===== src/rtl/mem_access_initiator.sv =====
// mem_access_initiator: RV32 MEM-stage load/store initiator (pipeline req_* in, data-memory Mem*/mem_* out, load/store/err pulses and busy back)
module mem_access_initiator #(
  parameter int ADDR_W = 32,
  parameter int DATA_W = 32
) (
  input  logic              clk,
  input  logic              rst,
  input  logic              req_valid,
  output logic              req_ready,
  input  logic              req_store,
  input  logic [2:0]        req_funct3,
  input  logic [ADDR_W-1:0] req_addr,
  input  logic [DATA_W-1:0] req_wdata,
  output logic              MemREAD,
  output logic [1:0]        MemWrite,
  output logic [ADDR_W-1:0] mem_address,
  output logic [DATA_W-1:0] mem_write_data,
  input  logic [DATA_W-1:0] mem_read_data,
  output logic              load_valid,
  output logic [DATA_W-1:0] load_data,
  output logic              store_done,
  output logic              req_err,
  output logic              busy
);
  localparam logic [2:0] IDLE = 3'd0, RD0 = 3'd1, RD1 = 3'd2, CAP = 3'd3, RESP = 3'd4, WR = 3'd5, ERR = 3'd6;
  logic [2:0]          r_state;
  logic [2:0]          r_f3;
  logic [ADDR_W-1:0]   r_addr;
  logic [DATA_W-1:0]   r_wdata, r_word0;
  logic                r_cross;
  logic [1:0]          r_rem, r_idx;
  logic                r_mem_read, r_load_valid, r_store_done, r_req_err;
  logic [1:0]          r_mem_write;
  logic [ADDR_W-1:0]   r_mem_address;
  logic [DATA_W-1:0]   r_mem_write_data, r_load_data;
  logic [2:0]          w_size;
  logic [1:0]          w_off, w_szm1;
  logic                w_cross, w_illegal, w_split, w_sg;
  logic [2*DATA_W-1:0] w_dbl;
  logic [DATA_W-1:0]   w_sh, w_ld, w_wsh;
  always_comb begin
    w_size    = req_funct3[1] ? 3'd4 : req_funct3[0] ? 3'd2 : 3'd1;
    w_szm1    = {req_funct3[1], req_funct3[1] | req_funct3[0]};
    w_off     = req_addr[1:0];
    w_cross   = ({1'b0, w_off} + w_size) > 3'd4;
    w_illegal = (&req_funct3[1:0]) | (&req_funct3[2:1]) | (req_store & req_funct3[2]);
    // halfwords at odd offsets and unaligned words cannot use the wide write ports
    w_split   = (req_funct3[0] & w_off[0]) | (req_funct3[1] & (w_off != 2'd0));
    // a non-crossing load only needs the word arriving now; the upper word is don't-care
    w_dbl     = {mem_read_data, r_cross ? r_word0 : mem_read_data} >> {r_addr[1:0], 3'b000};
    w_sh      = w_dbl[DATA_W-1:0];
    w_sg      = ~r_f3[2];
    w_ld      = r_f3[1:0] == 2'b00 ? {{24{w_sg & w_sh[7]}}, w_sh[7:0]} :
                r_f3[1:0] == 2'b01 ? {{16{w_sg & w_sh[15]}}, w_sh[15:0]} : w_sh;
    w_wsh     = r_wdata >> {r_idx, 3'b000};
  end
  always_ff @(posedge clk) begin
    if (rst) begin
      r_state          <= IDLE;
      r_f3             <= '0;
      r_addr           <= '0;
      r_wdata          <= '0;
      r_word0          <= '0;
      r_cross          <= 1'b0;
      r_rem            <= '0;
      r_idx            <= '0;
      r_mem_read       <= 1'b0;
      r_mem_write      <= 2'b00;
      r_mem_address    <= '0;
      r_mem_write_data <= '0;
      r_load_valid     <= 1'b0;
      r_load_data      <= '0;
      r_store_done     <= 1'b0;
      r_req_err        <= 1'b0;
    end else begin
      r_mem_read   <= 1'b0;
      r_mem_write  <= 2'b00;
      r_load_valid <= 1'b0;
      r_store_done <= 1'b0;
      r_req_err    <= 1'b0;
      case (r_state)
        IDLE: if (req_valid) begin
          r_f3    <= req_funct3;
          r_addr  <= req_addr;
          r_wdata <= req_wdata;
          r_cross <= w_cross;
          if (w_illegal) begin
            r_state   <= ERR;
            r_req_err <= 1'b1;
          end else if (!req_store) begin
            r_state       <= RD0;
            r_mem_read    <= 1'b1;
            r_mem_address <= {req_addr[ADDR_W-1:2], 2'b00};
          end else begin
            r_state          <= WR;
            r_mem_address    <= req_addr;
            r_mem_write      <= w_split ? 2'b01 : req_funct3[1:0] + 2'd1;
            r_mem_write_data <= w_split ? {{(DATA_W-8){1'b0}}, req_wdata[7:0]} : req_wdata;
            r_store_done     <= ~w_split;
            r_rem            <= w_split ? w_szm1 : 2'd0;
            r_idx            <= 2'd1;
          end
        end
        RD0: begin
          r_state       <= r_cross ? RD1 : CAP;
          r_mem_read    <= r_cross;
          r_mem_address <= r_cross ? r_mem_address + ADDR_W'(4) : r_mem_address;
        end
        RD1: begin
          r_state <= CAP;
          r_word0 <= mem_read_data;
        end
        CAP: begin
          r_state      <= RESP;
          r_load_valid <= 1'b1;
          r_load_data  <= w_ld;
        end
        WR: if (r_rem == 2'd0) r_state <= IDLE;
        else begin
          r_mem_write      <= 2'b01;
          r_mem_address    <= r_addr + ADDR_W'(r_idx);
          r_mem_write_data <= {{(DATA_W-8){1'b0}}, w_wsh[7:0]};
          r_store_done     <= r_rem == 2'd1;
          r_rem            <= r_rem - 2'd1;
          r_idx            <= r_idx + 2'd1;
        end
        default: r_state <= IDLE;
      endcase
    end
  end
  assign busy           = r_state != IDLE;
  assign req_ready      = ~busy;
  assign MemREAD        = r_mem_read;
  assign MemWrite       = r_mem_write;
  assign mem_address    = r_mem_address;
  assign mem_write_data = r_mem_write_data;
  assign load_valid     = r_load_valid;
  assign load_data      = r_load_data;
  assign store_done     = r_store_done;
  assign req_err        = r_req_err;
endmodule


===== config.mk =====
export PLATFORM = sky130hd
export DESIGN_NAME = mem_access_initiator
export DESIGN_NICKNAME = d
export VERILOG_FILES = /design/src/rtl/mem_access_initiator.sv
export SDC_FILE = /design/constraint.sdc
export NUM_CORES = 1
export LEC_CHECK = 0
export ABC_AREA = 1
export ABC_CLOCK_PERIOD_IN_PS = 2900
export BUFFER_PORTS_ARGS = -buffer_cell sky130_fd_sc_hd__buf_2
export CAP_MARGIN = 30
export CORE_ASPECT_RATIO = 0.8
export CORE_MARGIN = 8
export CORE_UTILIZATION = 50
export DETAILED_ROUTE_END_ITERATION = 12
export PLACE_DENSITY = 0.76
export RECOVER_POWER = 100
export SYNTH_ARGS = -nofsm -noshare
export SYNTH_HDL_FRONTEND = slang
export SYNTH_SLANG_ARGS = --single-unit

===== constraint.sdc =====
create_clock -name clk -period 2.9 [get_ports clk]
set_input_delay 0.435 -clock clk [delete_from_list [all_inputs] [get_ports clk]]
set_output_delay 0.435 -clock clk [all_outputs]
set_load 0.05 [all_outputs]

==> impl_metrics.toml, run 1 <==
[synthesis]
synth_edf_count = 0
synthMuxAreaShare_pct = 0.1771
synthSimpleGateAreaFrac_pct = 30.58
synth_nets = 1901
synth_cells = 1787
synth_top_area_share_pct = 37.01
synth_common_cells = "433 x nand2_1, 232 x nor2_1, 230 x o21ai_0, 209 x dfxtp_1, 176 x a21oi_1"
synth_top_family_by_area = "simple AND/OR/NAND/NOR gates"
synthAdderAreaFrac_pct = 1.350
netlist_area_mm2 = 0.01130
synthFlopType = "dfxtp_1"
yosysMostFrequentCell = "nand2_1"
synth-xor-area-share_pct = 0.2324
yosys_register_bits = 209
synth.distinct_cells = 39
ys_top_cells_by_area = "dfxtp_1 37%, nand2_1 14%, o21ai_0 10%"
yosys_warnings = 0
synthArstFlopShare_pct = 0
syn_avg_cell_area_um2 = 6.326
yosys.area.top_type = "dfxtp_1"
synth_compound_gate_area_share_pct = 21.72
ys_seq_area_share_pct = 37.01

[clock_network]
ctsResizeCount = 0
postCtsHoldBufs = 0
cts_tree = "done"
numClockSinks = 209
worstSkewPairLatency_ns = 0.53
root_buffer = "clkbuf_16"
post-cts-setup-buffers = 0
ctsHtreeMaxLevel = 1
clock_path_buffers = 3
cts_buffers = 23
clk_pin_slew_worst_paths_ns = 0.06

[global_routing]
grt_pass1_vias = 11299
grt_pass1_wl_um = 59680
antenna_found_initial = 2
overflow = 0
track_usage_pct = 26.35
grt_max_degree = 86

[critical_path]
slowest_delay_ns = 0.38
crit_slowest_cell = "nand2_2"
cp_num_buf_inv = 2
cp-end-kind = "flop"
reg2reg_from = "r_state[2]$_SDFFE_PP0P_"
crit_required_ns = 3.31
startpoint = "r_state[2]$_SDFFE_PP0P_"
startpoint_type = "flop"
cp_common_cell = "nor2_1"
worstPathCellList = "nor2_1, nand2_1, nor2_1, buf_4, nand3_1, nand2_2, inv_2, o21ai_0, a21oi_1"
crit_arrival_ns = 2.90
path_max_fanout = 26
path_class = "flop to flop"
cp_top_family = "simple AND/OR/NAND/NOR gates"

[route]
dr_total_vias = 12571
ant_nets = 0
drc = 0
wl_per_cell_um = 16.93
drtIter0Drc = 1480
drt-total-wl_um = 38280
firstDrtPassIters = 5
avgViaCountPerCell = 5.560

[sta]
rsz0062_at_grt = "false"
hold_viol_final = 0
timing.slew.headroom_pct = 23.84
maxSlewViolCount = 0
min_period_ns = 2.496
worst_clock_skew_ns = 0.009601
period_share_pct = 86.07
setup_violations = 0
timing.fmax_mhz = 400.6
fin_setup_tns_ns = 0
worstMarginPinSlew_ns = 1.142
timing.hold.ws_ns = 0.1507

[placed_design]
port_buffers = 206
hpwlAfterDp_um = 27880
gp_congestion = 0.9823
dpl.cell_count = 2219

[die]
die_y_um = 150.5
die_area_mm2 = 0.02771
die_w_um = 184.1
core_area_mm2 = 0.02232
ios = 207
num_rows = 49
start_util_pct = 50.66

[final_layout]
drive_gt1_share_pct = 9.412
final_cells = 2261
nNetsFinal = 2052
post-route-util_pct = 58.70
layout-area-overhead-vs-synth_pct = 15.88
antenna_cells = 0

[power_and_ir_drop]
power_density_mw_per_mm2 = 1025
power.total_mw = 13.42
p_leak_nw = 5.368
peakVddDrop_mv = 0.5832

[hold_path]
hold_class = "input pin to flop"
worst_hold_startpoint = "req_wdata[22]"

[run_status]
status = "finished, final reports clean"

[run]
cap_violations = 0
-- cells in the final DEF (no fill, tap or decap), drive strengths merged, types with 7 or more instances in the layout --
master,n
a21oi,176
a31oi,12
buf,124
clkbuf,135
clkinv,10
dfxtp,209
ha,9
inv,142
nand2,437
nand3,157
nor2,235
nor3,7
o211ai,30
o21ai,232
or2,9
-- path summary, 6_finish.rpt --
check	to	slack, ns	depth (start not counted)
min reg2reg	r_wdata[8]$_SDFFE_PP0P_	0.45	2
max reg2reg	r_rem[1]$_SDFFE_PP0P_	0.40	9
max	r_rem[1]$_SDFFE_PP0P_	0.40	9
min	r_wdata[22]$_SDFFE_PP0P_	0.15	3
-- through the flow --
stage	cell area, um^2	setup WS (ns)
floorplan	11300	0.4513
global placement	12480	0.5706
detailed placement	12480	0.5074
CTS	13260	0.5580
global route	13100	0.2226
finish	13100	0.4039
-- layer usage --
metal  share of wire [%]  vias up  GRT usage, %  wire length, um
li1                    -     6184             -                -
met1                  45     5734         36.95            17270
met2                  41      587         38.41            15860
met3                  12       62         8.948             4425
met4                 1.8        4         5.837              702
met5               0.052        -             0               20
-- registers in the layout (all words and copies together), names as in the netlist, 2 cells and up --
| register | count |
|---|---|
| load_data | 32 |
| mem_address | 32 |
| mem_write_data | 32 |
| r_addr | 32 |
| r_wdata | 32 |
| r_word0 | 32 |
| r_f3 | 3 |
| r_state | 3 |
| MemWrite | 2 |
| r_idx | 2 |
| r_rem | 2 |
-- power breakdown --
| group | internal [mW] | total, mW | switching (mW) |
|---|---|---|---|
| clock network | 1.76 | 3.04 | 1.28 |
| registers | 3.75 | 4.51 | 0.762 |
| logic | 1.53 | 5.88 | 4.35 |
| total | 7.03 | 13.4 | 6.39 |
-- final cells by class --
type / instances / area, um^2
clock buffer: 29 / 638.1
clock inverter: 13 / 143.9
fill: 2272 / 9216
inverter: 145 / 545.5
multi-input combinational: 1329 / 6093
sequential: 209 / 4184
tap: 306 / 382.9
timing repair buffer: 230 / 1112
-- logic make-up (layout without fill, tap and decap cells) --
kind of cell / after synthesis / in the layout
and+or+nand+nor: 849 / 849
adders and majority gates: 11 / 11
AOI/OAI and AO/OA: 464 / 464
buffers and inverters: 249 / 417
xor gates and xnor gates: 3 / 3
muxes: 2 / 2
DFF: 209 / 209
-- tightest hold or removal path: cells and delay by family --
family                 cells  cell delay (ns)
AND/OR/NAND/NOR            2             0.12
buffers and inverters      1             0.09
Power figures use the tool's default switching activity.
==> run 2: changes to the inputs <==
CORE_UTILIZATION = 44   (was 50)
GPL_TIMING_DRIVEN = 0   (was default)
PLACE_DENSITY = 0.68   (was 0.76)
==> run 2 against run 1 <==
  * Worst hold slack got worse by 0.012 ns
  * Clock skew is 0.0092 ns higher
  * Total power is 7.2% higher
  * First-iteration DRC count up 14%
  * Highest routed layer unchanged
==> impl_metrics.toml, run 2 (synthesis gave the netlist of run 1 again) <==
[final_layout]
final_cells = 2357
layout-area-overhead-vs-synth_pct = 18.78
drive_gt1_share_pct = 9.592
nNetsFinal = 2130
post-route-util_pct = 53.19
final_common_cell = "nand2_1"
mostFrequentLayoutCells = "433 x nand2_1, 231 x o21ai_0, 230 x nor2_1"
antenna_cells = 0
fillerInstances = 2693

[route]
ant_nets = 0
firstDrtPassIters = 8
drt-total-wl_um = 48290
wl_per_cell_um = 20.49
drtIter0Drc = 1692
drc = 0
avgViaCountPerCell = 5.669
dr_total_vias = 13362

[global_routing]
antenna_found_initial = 2
grt_pass1_wl_um = 72730
grt_pass1_vias = 12377
overflow = 0
track_usage_pct = 29.40
grt_max_degree = 20

[critical_path]
crit_required_ns = 3.37
path_class = "flop to flop"
cp-end-kind = "flop"
startpoint_type = "flop"
path_max_fanout = 19
crit_arrival_ns = 3.24

[power_and_ir_drop]
power_density_mw_per_mm2 = 1072
p_leak_nw = 5.485
power.total_mw = 14.39
peakVddDrop_mv = 0.5657

[run_status]
status = "finished, final reports clean"

[sta]
period_share_pct = 95.42
min_period_ns = 2.767
maxSlewViolCount = 0
hold_viol_final = 0
worstMarginPinSlew_ns = 1.363
timing.slew.headroom_pct = 8.430
rsz0062_at_grt = "false"
setup_violations = 0
timing.fmax_mhz = 361.4
worst_clock_skew_ns = 0.01878

[die]
core_area_mm2 = 0.02524
ios = 207
die_area_mm2 = 0.03111
start_util_pct = 44.78
num_rows = 52
die_y_um = 159.4
die_w_um = 195.2

[run]
cap_violations = 0

[clock_network]
worstSkewPairLatency_ns = 0.54
root_buffer = "clkbuf_16"
ctsHtreeMaxLevel = 1
ctsResizeCount = 10
clock_path_buffers = 3
cts_buffers = 23
numClockSinks = 209
cts_tree = "done"
postCtsHoldBufs = 0
post-cts-setup-buffers = 0
clk_pin_slew_worst_paths_ns = 0.07

[placed_design]
gp_congestion = 0.9833
port_buffers = 205
hpwlAfterDp_um = 37410
dpl.cell_count = 2316

[hold_path]
hold_class = "input pin to flop"
==> run 2: cell count changes in the layout (fill, tap and decap cells not counted), sizes merged <==
cell      previous run  this run
bufinv               2         4
buf                124       120
clkinvlp             4         3
inv                142       144
clkbuf             135       215
clkinv              10         9
==> run 2: worst max-delay path, stage by stage (launching register included) <==
cell	delay [ns]
dfxtp_2	0.40
inv_1	0.20
clkbuf_4	0.32
fa_1	0.59
nor2_4	0.21
inv_1	0.10
nor2_2	0.33
o21ai_0	0.23
nand3_1	0.13
nand2_1	0.05
a21oi_1	0.13
==> run 2: power by group <==
group	switching (mW)	internal [mW]
Clock	1.33	1.93
Sequential	0.803	3.75
Combinational	4.95	1.64
Total	7.07	7.32
==> run 2: layout make-up <==
cell class              count  area, um^2  area share (%)
repair buffers            205       895.9           6.672
flip-flops and latches    209        4185           31.17
inverters                 145       544.3           4.053
clock buffers              27       630.6           4.696
plain buffers             103       439.2           3.271
multi-input cells        1329        6126           45.62
clock inverters            15       201.4           1.500
well taps                 324       405.4           3.019
==> run 2: worst paths after layout <==
check / start / endpoint / slack (ns) / cells past startpoint
worst max-delay path: r_addr[1]$_SDFFE_PP0P_ / mem_address[12]$_SDFFE_PP0P_ / 0.13 / 10
worst min-delay path: req_wdata[7] / r_wdata[7]$_SDFFE_PP0P_ / 0.14 / 3
worst max register to register: r_addr[1]$_SDFFE_PP0P_ / mem_address[12]$_SDFFE_PP0P_ / 0.13 / 10
worst min register to register: r_wdata[9]$_SDFFE_PP0P_ / r_wdata[9]$_SDFFE_PP0P_ / 0.45 / 2
==> run 2: per-stage QoR <==
stage,instance area [um^2],setup TNS (ns),worst slack (ns),hold slack [ns]
final,13430,0,0.1329,0.1384
after global routing,13430,0,0.04452,0.1378
after CTS,13590,0,0.07686,0.1258
after detailed placement,12740,-5.581,-0.6497,0.4440
after global placement,12740,-5.447,-0.6576,0.4444
after floorplan,11300,0,0.4513,0.4297
==> run 2: layer usage <==
layer | GRT usage [%] | part of all wire [%] | vias up
met5 | 0 | 0.021 | -
met4 | 7.534 | 2.5 | 2
met3 | 10.37 | 13 | 88
met2 | 40.32 | 39 | 777
met1 | 42.57 | 46 | 6149
li1 | - | - | 6346
